--- src/rtl/phy_mgmt_sequencer.sv ---
// phy_mgmt_sequencer
//   Sequencer/arbiter in front of the MDIO controller. After reset it issues a
//   single PHY initialisation write, then periodically polls the PHY status
//   register to track link state, sharing the MDIO engine with one host
//   request port (host has priority over polls). A watchdog aborts
//   transactions that the engine never completes.
//
// Ports
//   clk, rst                       clock, synchronous active-high reset
//   req_valid/req_ready            host request handshake
//   req_write/req_reg/req_wdata    host request payload
//   rsp_valid/rsp_rdata/rsp_err    host response (single-cycle pulse)
//   mdio_start/mdio_mode/mdio_addr/mdio_reg_addr/mdio_wdata
//                                  command to the MDIO controller
//   mdio_rdata/mdio_done           completion from the MDIO controller
//   init_done                      init write finished (sticky until reset)
//   link_up                        BMSR link bit from the last poll
//   busy                           transaction outstanding (not IDLE)
module phy_mgmt_sequencer #(
    parameter logic [4:0]  PHY_ADDR  = 5'b00001,
    parameter logic [4:0]  INIT_REG  = 5'd0,
    parameter logic [15:0] INIT_DATA = 16'h1200,
    parameter logic [4:0]  STAT_REG  = 5'd1,
    parameter int unsigned POLL_DIV  = 1_000_000,
    parameter int unsigned TIMEOUT   = 4096
) (
    input  logic        clk,
    input  logic        rst,
    input  logic        req_valid,
    output logic        req_ready,
    input  logic        req_write,
    input  logic [4:0]  req_reg,
    input  logic [15:0] req_wdata,
    output logic        rsp_valid,
    output logic [15:0] rsp_rdata,
    output logic        rsp_err,
    output logic        mdio_start,
    output logic        mdio_mode,
    output logic [4:0]  mdio_addr,
    output logic [4:0]  mdio_reg_addr,
    output logic [15:0] mdio_wdata,
    input  logic [15:0] mdio_rdata,
    input  logic        mdio_done,
    output logic        init_done,
    output logic        link_up,
    output logic        busy
);

    localparam int unsigned POLL_W = $clog2(POLL_DIV);
    localparam int unsigned WD_W   = $clog2(TIMEOUT);

    typedef enum logic [2:0] {
        S_INIT_ISSUE,
        S_INIT_WAIT,
        S_IDLE,
        S_ISSUE,
        S_WAIT
    } state_t;

    state_t              state, next_state;
    logic                owner_host, owner_host_d;
    logic [POLL_W-1:0]   poll_cnt, poll_cnt_d;
    logic                poll_pending, poll_pending_d;
    logic [WD_W-1:0]     wd_cnt, wd_cnt_d;

    logic                req_ready_d, rsp_valid_d, rsp_err_d, mdio_start_d;
    logic                mdio_mode_d, init_done_d, link_up_d, busy_d;
    logic [15:0]         rsp_rdata_d, mdio_wdata_d;
    logic [4:0]          mdio_reg_addr_d;

    logic                waiting_c;
    logic                timeout_c;
    logic                poll_wrap_c;
    logic                poll_clear_c;

    // Watchdog: wd_cnt equals cycles elapsed since the mdio_start cycle.
    assign waiting_c   = (state == S_WAIT) || (state == S_INIT_WAIT);
    assign timeout_c   = waiting_c && !mdio_start && (wd_cnt == WD_W'(TIMEOUT - 1));
    assign poll_wrap_c = (poll_cnt == POLL_W'(POLL_DIV - 1));

    // State and output registers
    always_ff @(posedge clk) begin
        if (rst) begin
            state         <= S_INIT_ISSUE;
            owner_host    <= 1'b0;
            poll_cnt      <= '0;
            poll_pending  <= 1'b0;
            wd_cnt        <= '0;
            req_ready     <= 1'b0;
            rsp_valid     <= 1'b0;
            rsp_rdata     <= 16'h0000;
            rsp_err       <= 1'b0;
            mdio_start    <= 1'b0;
            mdio_mode     <= 1'b0;
            mdio_addr     <= PHY_ADDR;
            mdio_reg_addr <= 5'd0;
            mdio_wdata    <= 16'h0000;
            init_done     <= 1'b0;
            link_up       <= 1'b0;
            busy          <= 1'b1;
        end else begin
            state         <= next_state;
            owner_host    <= owner_host_d;
            poll_cnt      <= poll_cnt_d;
            poll_pending  <= poll_pending_d;
            wd_cnt        <= wd_cnt_d;
            req_ready     <= req_ready_d;
            rsp_valid     <= rsp_valid_d;
            rsp_rdata     <= rsp_rdata_d;
            rsp_err       <= rsp_err_d;
            mdio_start    <= mdio_start_d;
            mdio_mode     <= mdio_mode_d;
            mdio_addr     <= PHY_ADDR;
            mdio_reg_addr <= mdio_reg_addr_d;
            mdio_wdata    <= mdio_wdata_d;
            init_done     <= init_done_d;
            link_up       <= link_up_d;
            busy          <= busy_d;
        end
    end

    // Next-state and next-output logic
    always_comb begin
        next_state      = state;
        owner_host_d    = owner_host;
        rsp_valid_d     = 1'b0;
        rsp_rdata_d     = rsp_rdata;
        rsp_err_d       = 1'b0;
        mdio_start_d    = 1'b0;
        mdio_mode_d     = mdio_mode;
        mdio_reg_addr_d = mdio_reg_addr;
        mdio_wdata_d    = mdio_wdata;
        init_done_d     = init_done;
        link_up_d       = link_up;
        poll_clear_c    = 1'b0;

        case (state)
            S_INIT_ISSUE: begin
                mdio_mode_d     = 1'b0;
                mdio_reg_addr_d = INIT_REG;
                mdio_wdata_d    = INIT_DATA;
                mdio_start_d    = 1'b1;
                next_state      = S_INIT_WAIT;
            end
            S_INIT_WAIT: begin
                if (mdio_done || timeout_c) begin
                    init_done_d = 1'b1;
                    next_state  = S_IDLE;
                end
            end
            S_IDLE: begin
                if (req_valid && req_ready) begin
                    owner_host_d    = 1'b1;
                    mdio_mode_d     = !req_write;
                    mdio_reg_addr_d = req_reg;
                    mdio_wdata_d    = req_wdata;
                    mdio_start_d    = 1'b1;
                    next_state      = S_ISSUE;
                end else if (poll_pending) begin
                    owner_host_d    = 1'b0;
                    mdio_mode_d     = 1'b1;
                    mdio_reg_addr_d = STAT_REG;
                    mdio_wdata_d    = 16'h0000;
                    mdio_start_d    = 1'b1;
                    poll_clear_c    = 1'b1;
                    next_state      = S_ISSUE;
                end
            end
            S_ISSUE: begin
                // mdio_start is already high for this cycle
                next_state = S_WAIT;
            end
            S_WAIT: begin
                // A done in the timeout cycle still counts as success
                if (mdio_done) begin
                    if (owner_host) begin
                        rsp_valid_d = 1'b1;
                        rsp_rdata_d = mdio_mode ? mdio_rdata : 16'h0000;
                    end else begin
                        link_up_d = mdio_rdata[2];
                    end
                    next_state = S_IDLE;
                end else if (timeout_c) begin
                    if (owner_host) begin
                        rsp_valid_d = 1'b1;
                        rsp_err_d   = 1'b1;
                        rsp_rdata_d = 16'h0000;
                    end else begin
                        link_up_d = 1'b0;
                    end
                    next_state = S_IDLE;
                end
            end
            default: next_state = S_INIT_ISSUE;
        endcase

        req_ready_d = init_done_d && (next_state == S_IDLE);
        busy_d      = (next_state != S_IDLE);

        // Free-running poll timer; wraps collapse into one pending poll
        poll_cnt_d     = poll_wrap_c ? '0 : poll_cnt + POLL_W'(1);
        poll_pending_d = poll_wrap_c ? 1'b1 : (poll_clear_c ? 1'b0 : poll_pending);

        wd_cnt_d = mdio_start ? WD_W'(1) : (waiting_c ? wd_cnt + WD_W'(1) : '0);
    end

endmodule

--- config.mk ---
export PLATFORM = sky130hd
export DESIGN_NAME = phy_mgmt_sequencer
export DESIGN_NICKNAME = d
export VERILOG_FILES = /design/src/rtl/phy_mgmt_sequencer.sv
export SDC_FILE = /design/constraint.sdc
export NUM_CORES = 1
export LEC_CHECK = 0
export ABC_AREA = 1
export BUFFER_PORTS_ARGS = -buffer_cell sky130_fd_sc_hd__buf_2
export CAP_MARGIN = 25
export CORE_MARGIN = 1.5
export CORE_UTILIZATION = 56
export CTS_CLUSTER_DIAMETER = 40
export DETAILED_ROUTE_END_ITERATION = 12
export GPL_ROUTABILITY_DRIVEN = 0
export GPL_TIMING_DRIVEN = 0
export HOLD_SLACK_MARGIN = 0.03
export PLACE_DENSITY = 0.84
export SLEW_MARGIN = 40
export SYNTH_ARGS = -nofsm -noshare
export SYNTH_HDL_FRONTEND = slang
export SYNTH_SLANG_ARGS = --single-unit
--- constraint.sdc ---
create_clock -name clk -period 3.5 [get_ports clk]
set_input_delay 0.7 -clock clk [delete_from_list [all_inputs] [get_ports clk]]
set_output_delay 0.7 -clock clk [all_outputs]
set_load 0.1 [all_outputs]
==> run summary, run 1 <==
measured slew at the worst slew-check pin: 0.5209 ns
syn avg cell area: 7.151 um^2
clock root buffer: clkbuf_8
hold wc startpoint: poll_cnt[0]$_SDFF_PP0_
class of the most critical setup path: flop to output pin
Mapped Area: 3540 um^2
pwr/cell area: 458.6 nW/um^2
DRC viols: 0
Relative slew margins: 65.27%
worst-path maximum fanout: 4
Starting Density: 58.74%
Int Power: 1.472 mW
initial antenna violation count: 0
mux cell area share after synthesis: 0%
Slowest Stage Delay on Critical Path: 0.47 ns
compound-cell area share of the yosys netlist: 8.095%
final design utilization: 71.55%
Peak Freq: 0.5173 GHz
layout cell share with drive strength beyond 1: 22.54%
XOR/XNOR share of the synthesized area: 1.979%
Die ar.: 6807 um^2
CP delay by family, top: buffers and inverters
Netlist cell types: 33
Seq/Total Area, Yosys: 46.38%
core area: 6026 um^2
RSZ-0062 raised after global routing: no
TNS Setup: 0 ns
GRT Total Usage: 25.24%
fillers: 495
cts repair resizes: 0
Pins Over Slew Limit: 0
post-synth top area share: 46.38%
clock-pin slew on the worst setup and hold paths: 0.09 ns
Post-Synth Simple-Gate Area: 33.16%
num ports: 92
Buffers on Ports: 85
routed wire length: 7.862 mm
die height: 82.51 um
leakage: 1.913 nW
1st-pass router iterations: 4
htree depth: 3
HPWL Detailed: 5.741 mm
worst skew pair latency: 0.35 ns
Synth area leader: dfxtp_1
DR WL/cell: 11.66 um
Setup violations, final: 0
worst r2r path cells: 11
final hold vios: 0
Final ANT Viol Nets: 0
WP buf/inv: 1
WP data required: 2.80 ns
Yosys reg bits: 82
r2r setup slk: 1.66 ns
Final #Nets: 638
vias in the first global route: 3179
CTS Hold Buffers Added: 0
CP endpoint kind: output pin
Layout area overhead: 21.81%
Worst VDD drop: 0.3431 mV
largest family of logic cells by synthesized area: simple AND/OR/NAND/NOR gates
arrival time at the worst endpoint: 1.23 ns
Net Sw Power: 0.5054 mW
Std-Cell Rows: 28
Inserted Clock Buffers: 9
CP Cell Sequence: buf_2
clk sinks: 82
Area contributors post-synth: dfxtp_1, nand2_1, a21oi_1
Die W: 82.51 um
CTS tree: built
Comb power frac: 10.0%
Final Skew: 0.01092 ns
Clk pwr share: 41.6%
adder-cell share of the synthesized area: 0.7070%
First DRT Iteration DRCs: 139
Worst Hold End: poll_cnt[0]$_SDFF_PP0_
vias: 3389
critical-path cell with the highest stage delay: buf_2
RR Startpoint: wd_cnt[0]$_SDFF_PP0_
vias per cell: 5.028
Final Critical Period: 1.933 ns
Switching Share: 25.56%
largest net degree at the start of global routing: 15
Hold Crit Depth: 1
post-synthesis instance total: 495
GRT overflow: 0
Worst Setup Start Kind: flop
hold crit path type: flop to flop
Synth warnings: 0
period utilisation layout: 55.23%
max-cap viol count: 0
Sequential Power Share: 48.4%
Clock Tree Buf Depth: 2
setup repair bufs after CTS: 0
ant diodes: 0
reg-to-reg endpoint: rsp_rdata[3]$_SDFFE_PP0P_
status: complete, no violations
first-pass GRT wire length: 13.29 mm
==> cell usage after synthesis <==
| cell type | n |
|---|---|
| a21oi_1 | 45 |
| a21oi_2 | 1 |
| buf_1 | 1 |
| buf_2 | 7 |
| buf_4 | 5 |
| buf_6 | 1 |
| clkbuf_1 | 5 |
| clkinv_1 | 2 |
| conb_1 | 2 |
| dfxtp_1 | 82 |
| ha_1 | 2 |
| inv_1 | 56 |
| inv_2 | 3 |
| nand2_1 | 134 |
| nand2_2 | 3 |
| nand2_4 | 1 |
| nand2_8 | 1 |
| nand3_1 | 29 |
| nand3_4 | 1 |
| nand3b_1 | 1 |
| nand4_1 | 10 |
| nor2_1 | 59 |
| nor2_2 | 6 |
| nor2_4 | 3 |
| nor3_1 | 10 |
| nor3b_1 | 1 |
| nor4_1 | 2 |
| o21a_1 | 1 |
| o21ai_0 | 9 |
| or2_0 | 1 |
| or2_2 | 3 |
| xnor2_1 | 2 |
| xor2_1 | 6 |
==> power groups by stage <==
stage	combinational [mW]	sequential (mW)	clock [mW]
after global routing	0.215	0.961	0.871
after global placement	0.193	0.978	0
final	0.198	0.958	0.822
after floorplan	0.0983	1.03	0
after CTS	0.198	0.958	0.834
after detailed placement	0.196	0.979	0
==> layer usage <==
metal / global-route usage (%) / vias up / routed length, um
met1: 30.84 / 1536 / 3439
met2: 40.33 / 95 / 3752
met5: 0 / - / 0
met3: 8.681 / 13 / 512
li1: - / 1745 / -
met4: 10.83 / 0 / 157
==> stage by stage <==
| stage | worst slack [ns] | cells | area, um^2 | power [mW] | hold slack [ns] |
|---|---|---|---|---|---|
| 2_1_floorplan | 1.468 | 498 | 3551 | 1.124 | 0.4175 |
| 3_3_place_gp | 1.393 | 658 | 4070 | 1.171 | 0.4269 |
| 3_5_place_dp | 1.385 | 658 | 4070 | 1.175 | 0.4366 |
| 4_1_cts | 1.560 | 674 | 4312 | 1.990 | 0.4561 |
| 5_1_grt | 1.488 | 674 | 4312 | 2.046 | 0.4776 |
| 6_report | 1.567 | 674 | 4312 | 1.977 | 0.4546 |
==> worst register-to-register path, stage by stage, from the launching register on <==
cell and delay [ns]:
dfxtp_1 0.37, ha_1 0.18, nand2_1 0.08, nor2_2 0.17
nand2_2 0.13, nor2_4 0.12, nand2_4 0.08, nand2_8 0.10
nand3_4 0.13, buf_2 0.22, nand3_1 0.09, nand2_1 0.06
==> cell type report <==
type | instances | area [um^2] | area share, %
buffer | 19 | 106.4 | 2.467
clock buffer | 10 | 127.6 | 2.960
clock inverter | 6 | 113.9 | 2.641
inverter | 61 | 229.0 | 5.311
multi-input combinational | 336 | 1574 | 36.51
sequential | 82 | 1642 | 38.07
tap | 75 | 93.84 | 2.176
timing repair buffer | 85 | 425.4 | 9.867
==> sequential cells by signal (all words and copies together) (netlist names), 3 cells and up <==
register,count
poll_cnt,20
mdio_reg_addr,5
rsp_rdata,16
state,3
mdio_wdata,16
wd_cnt,12
==> how the worst max path moves through the flow <==
stage	start	end	slack, ns	cells past startpoint
final	mdio_mode$_SDFFE_PP0P_	mdio_mode	1.57	1
after global routing	wd_cnt[0]$_SDFF_PP0_	rsp_rdata[0]$_SDFFE_PP0P_	1.49	11
after CTS	mdio_mode$_SDFFE_PP0P_	mdio_mode	1.56	1
after detailed placement	rst	rsp_rdata[9]$_SDFFE_PP0P_	1.39	5
after global placement	rst	rsp_rdata[5]$_SDFFE_PP0P_	1.39	5
after floorplan	req_ready$_SDFF_PP0_	mdio_mode$_SDFFE_PP0P_	1.47	6
==> layout by cell type (no fill, tap or decap), types with 2 or more instances in the layout <==
cell type	instances
conb_1	5
nor4_1	2
bufinv_16	3
nor2_4	3
nand2_2	3
dfxtp_1	82
clkbuf_1	6
nor3_1	10
clkinvlp_4	2
nand3_1	29
inv_1	56
nor2_1	59
ha_1	2
a21oi_1	45
nand2_1	134
xor2_1	6
clkinv_1	2
inv_2	3
buf_4	5
or2_2	3
clkbuf_8	9
nand4_1	10
nor2_2	6
xnor2_1	2
o21ai_0	9
buf_2	92
==> kinds of logic (layout without fill, tap and decap cells) <==
family / count (synthesis) / after routing
flip-flops: 82 / 82
adder cells (fa/ha/maj): 2 / 2
AND/OR/NAND/NOR: 265 / 265
XOR/XNOR: 8 / 8
buffers and inverters: 80 / 181
other: 2 / 5
AO/OA/AOI/OAI: 56 / 56
No activity file was read; power rests on OpenSTA's default activity.
==> inputs of run 2 (changes only) <==
Settings changed: ABC_AREA 1 to 0, CORE_UTILIZATION 56 to 47, PLACE_DENSITY 0.84 to 0.75.
Clock period 3.5 ns to 1.65 ns, I/O delays scaled along.
==> run 2 against run 1 <==
Register-to-register slack got worse by 1.8 ns. Hold slack got worse by 0.28 ns. Critical path type is now flop to flop. The run now ends with setup timing left. Die area grew 19%.
==> run summary, run 2 <==
max-cap viol count: 0
layout cell share with drive strength beyond 1: 33.02%
arrival time at the worst endpoint: 2.03 ns
clock root buffer: clkbuf_8
vias per cell: 5.375
commonest cells in the netlist: dfxtp_1, nor2_1, nand3_1
class of the most critical setup path: flop to flop
die height: 89.89 um
WP data required: 1.89 ns
Worst Setup Start Kind: flop
r2r setup slk: -0.13 ns
post-synthesis instance total: 413
WP buf/inv: 1
routed wire length: 8.810 mm
final hold vios: 0
failing checks: setup timing
most flop-heavy register: poll_cnt
GRT overflow: 0
DR WL/cell: 14.01 um
biggest regs: poll_cnt x20, mdio_wdata x16, rsp_rdata x16
CTS Hold Buffers Added: 0
Std-Cell Rows: 31
Layout area overhead: 30.71%
Die W: 89.89 um
reg-to-reg endpoint: state[2]$_SDFF_PP0_
leakage: 1.888 nW
First DRT Iteration DRCs: 183
asr flop ratio synth: 0%
WP depth: 6
Relative slew margins: 65.42%
1st-pass router iterations: 4
CP delay by family, top: simple AND/OR/NAND/NOR gates
RSZ-0062 raised after global routing: yes
Yosys reg bits: 82
Setup violations, final: 17
Mapped Area: 3548 um^2
worst skew pair latency: 0.36 ns
Primary FF master, synth: dfxtp_1
Synth warnings: 0
Final Critical Period: 1.784 ns
Final ANT Viol Nets: 0
most frequent cells in the layout: buf_2, dfxtp_1, nor2_1
CP Cell Sequence: ha_4 -> nand3_4 -> or4_4 -> buf_8 -> o21ba_4 -> a32o_1
ant diodes: 0
clock-pin slew on the worst setup and hold paths: 0.09 ns
Critical Path Start: wd_cnt[0]$_SDFF_PP0_
Final Skew: 0.01348 ns
vias: 3381
Netlist cell types: 53
period utilisation layout: 108.1%
clk sinks: 82
pwr/cell area: 881.1 nW/um^2
hold crit path type: input port to flop
measured slew at the worst slew-check pin: 0.5187 ns
initial antenna violation count: 0
RR Startpoint: wd_cnt[0]$_SDFF_PP0_
post-synth top area share: 46.26%
Final #Nets: 569
worst setup margin: -0.1340 ns
Inserted Clock Buffers: 9
vias in the first global route: 3094
Synth area leader: dfxtp_1
commonest non-fill, non-tap cell in the layout: buf_2
Slowest Stage Delay on Critical Path: 0.51 ns
num ports: 92
CP endpoint kind: flop
Worst Setup EP: state[2]$_SDFF_PP0_
CTS tree: built
Starting Density: 48.66%
syn avg cell area: 8.592 um^2
max FFs per register: 20
GRT Total Usage: 21.70%
htree depth: 3
Die ar.: 8080 um^2
largest net degree at the start of global routing: 15
Pins Over Slew Limit: 0
first-pass GRT wire length: 14.42 mm
count leader, synth: dfxtp_1
Overall Power: 4.087 mW
Area contributors post-synth: dfxtp_1, nor2_1, nand3_1
status: finished with violations
Buffers on Ports: 85
Fin Hold WS: 0.1742 ns
worst r2r path cells: 6
core area: 7292 um^2
Seq/Total Area, Yosys: 46.26%
HPWL Detailed: 5.896 mm
EDFF count, synth: 0
Worst VDD drop: 0.4926 mV
Peak Freq: 0.5605 GHz
DRC viols: 0
critical-path cell with the highest stage delay: or4_4
Clock Tree Buf Depth: 2
worst-path maximum fanout: 5
## run 2: cell count changes in the layout (fill, tap and decap cells not counted), moves of 15 or more
cell,previous run,this run
nand2_1,134,32
inv_1,56,4
a21oi_1,45,16
dfxtp_1,82,62
a22oi_1,0,19
dfxtp_2,0,15
## run 2: tightest hold or removal path, delay by kind of cell
family	cells	cell delay, ns
buffers and inverters	1	0.07
and+or+nand+nor	2	0.10
## run 2: power by group
group	switching, mW	leakage [nW]	internal, mW
Combinational	0.435	1.12	0.176
Clock	0.735	0.0979	0.688
Sequential	0.0379	0.674	2.02
Total	1.21	1.89	2.88
## run 2: timing repair
item,CTS,global route
pin swaps,10,9
endpoints found under the setup margin,71,73
setup buffers,9,2
resized for setup,25,41
cloned,2,0
## run 2: worst min path at each step
stage / from / depth (start not counted) / endpoint
floorplan: poll_cnt[19]$_SDFF_PP0_ / 2 / poll_cnt[19]$_SDFF_PP0_
global placement: mdio_reg_addr[0]$_SDFFE_PP0P_ / 2 / mdio_reg_addr[0]$_SDFFE_PP0P_
detailed placement: mdio_reg_addr[0]$_SDFFE_PP0P_ / 2 / mdio_reg_addr[0]$_SDFFE_PP0P_
CTS: mdio_rdata[15] / 3 / rsp_rdata[15]$_SDFFE_PP0P_
global route: mdio_rdata[8] / 3 / rsp_rdata[8]$_SDFFE_PP0P_
finish: mdio_rdata[8] / 3 / rsp_rdata[8]$_SDFFE_PP0P_
## run 2: area by class of cell
class	instances	area, um^2
fill	661	2654
multi-input combinational	301	1873
sequential	82	1679
timing repair buffer	98	566.8
buffer	29	180.2
clock buffer	12	166.4
tap	99	123.9
clock inverter	4	33.78
inverter	4	15.01
## run 2: stage by stage
stage	setup WS [ns]	TNS [ns]	utilization, %	cells	cell area, um^2
2_1_floorplan	0.01408	0	-	416	3601
3_3_place_gp	-0.1828	-5.457	56.91	600	4150
3_5_place_dp	-0.2328	-7.181	56.91	600	4150
4_1_cts	-0.1114	-0.7247	62.20	627	4536
5_1_grt	-0.1604	-3.219	63.61	629	4638
6_report	-0.1340	-0.6361	63.61	629	4638
## run 2: layer usage
| layer | up-vias | global-route usage [%] | wire length, um | part of all wire, % |
|---|---|---|---|---|
| met5 | - | 0 | 0 | 0 |
| li1 | 1694 | - | - | - |
| met1 | 1582 | 28.90 | 4079 | 46 |
| met2 | 94 | 34.61 | 4103 | 47 |
| met3 | 11 | 4.230 | 489 | 5.6 |
| met4 | 0 | 8.730 | 137 | 1.6 |
## run 2: logic make-up (layout without fill, tap and decap cells)
logic type	after synthesis	in the layout	share of synthesized area, %
xor gates and xnor gates	23	23	5.677
buffers and inverters	33	147	4.584
AOI/OAI and AO/OA	78	78	14.63
other	2	5	0.2116
adders and majority gates	2	2	0.7051
DFF	82	82	46.26
and+or+nand+nor	193	193	27.93
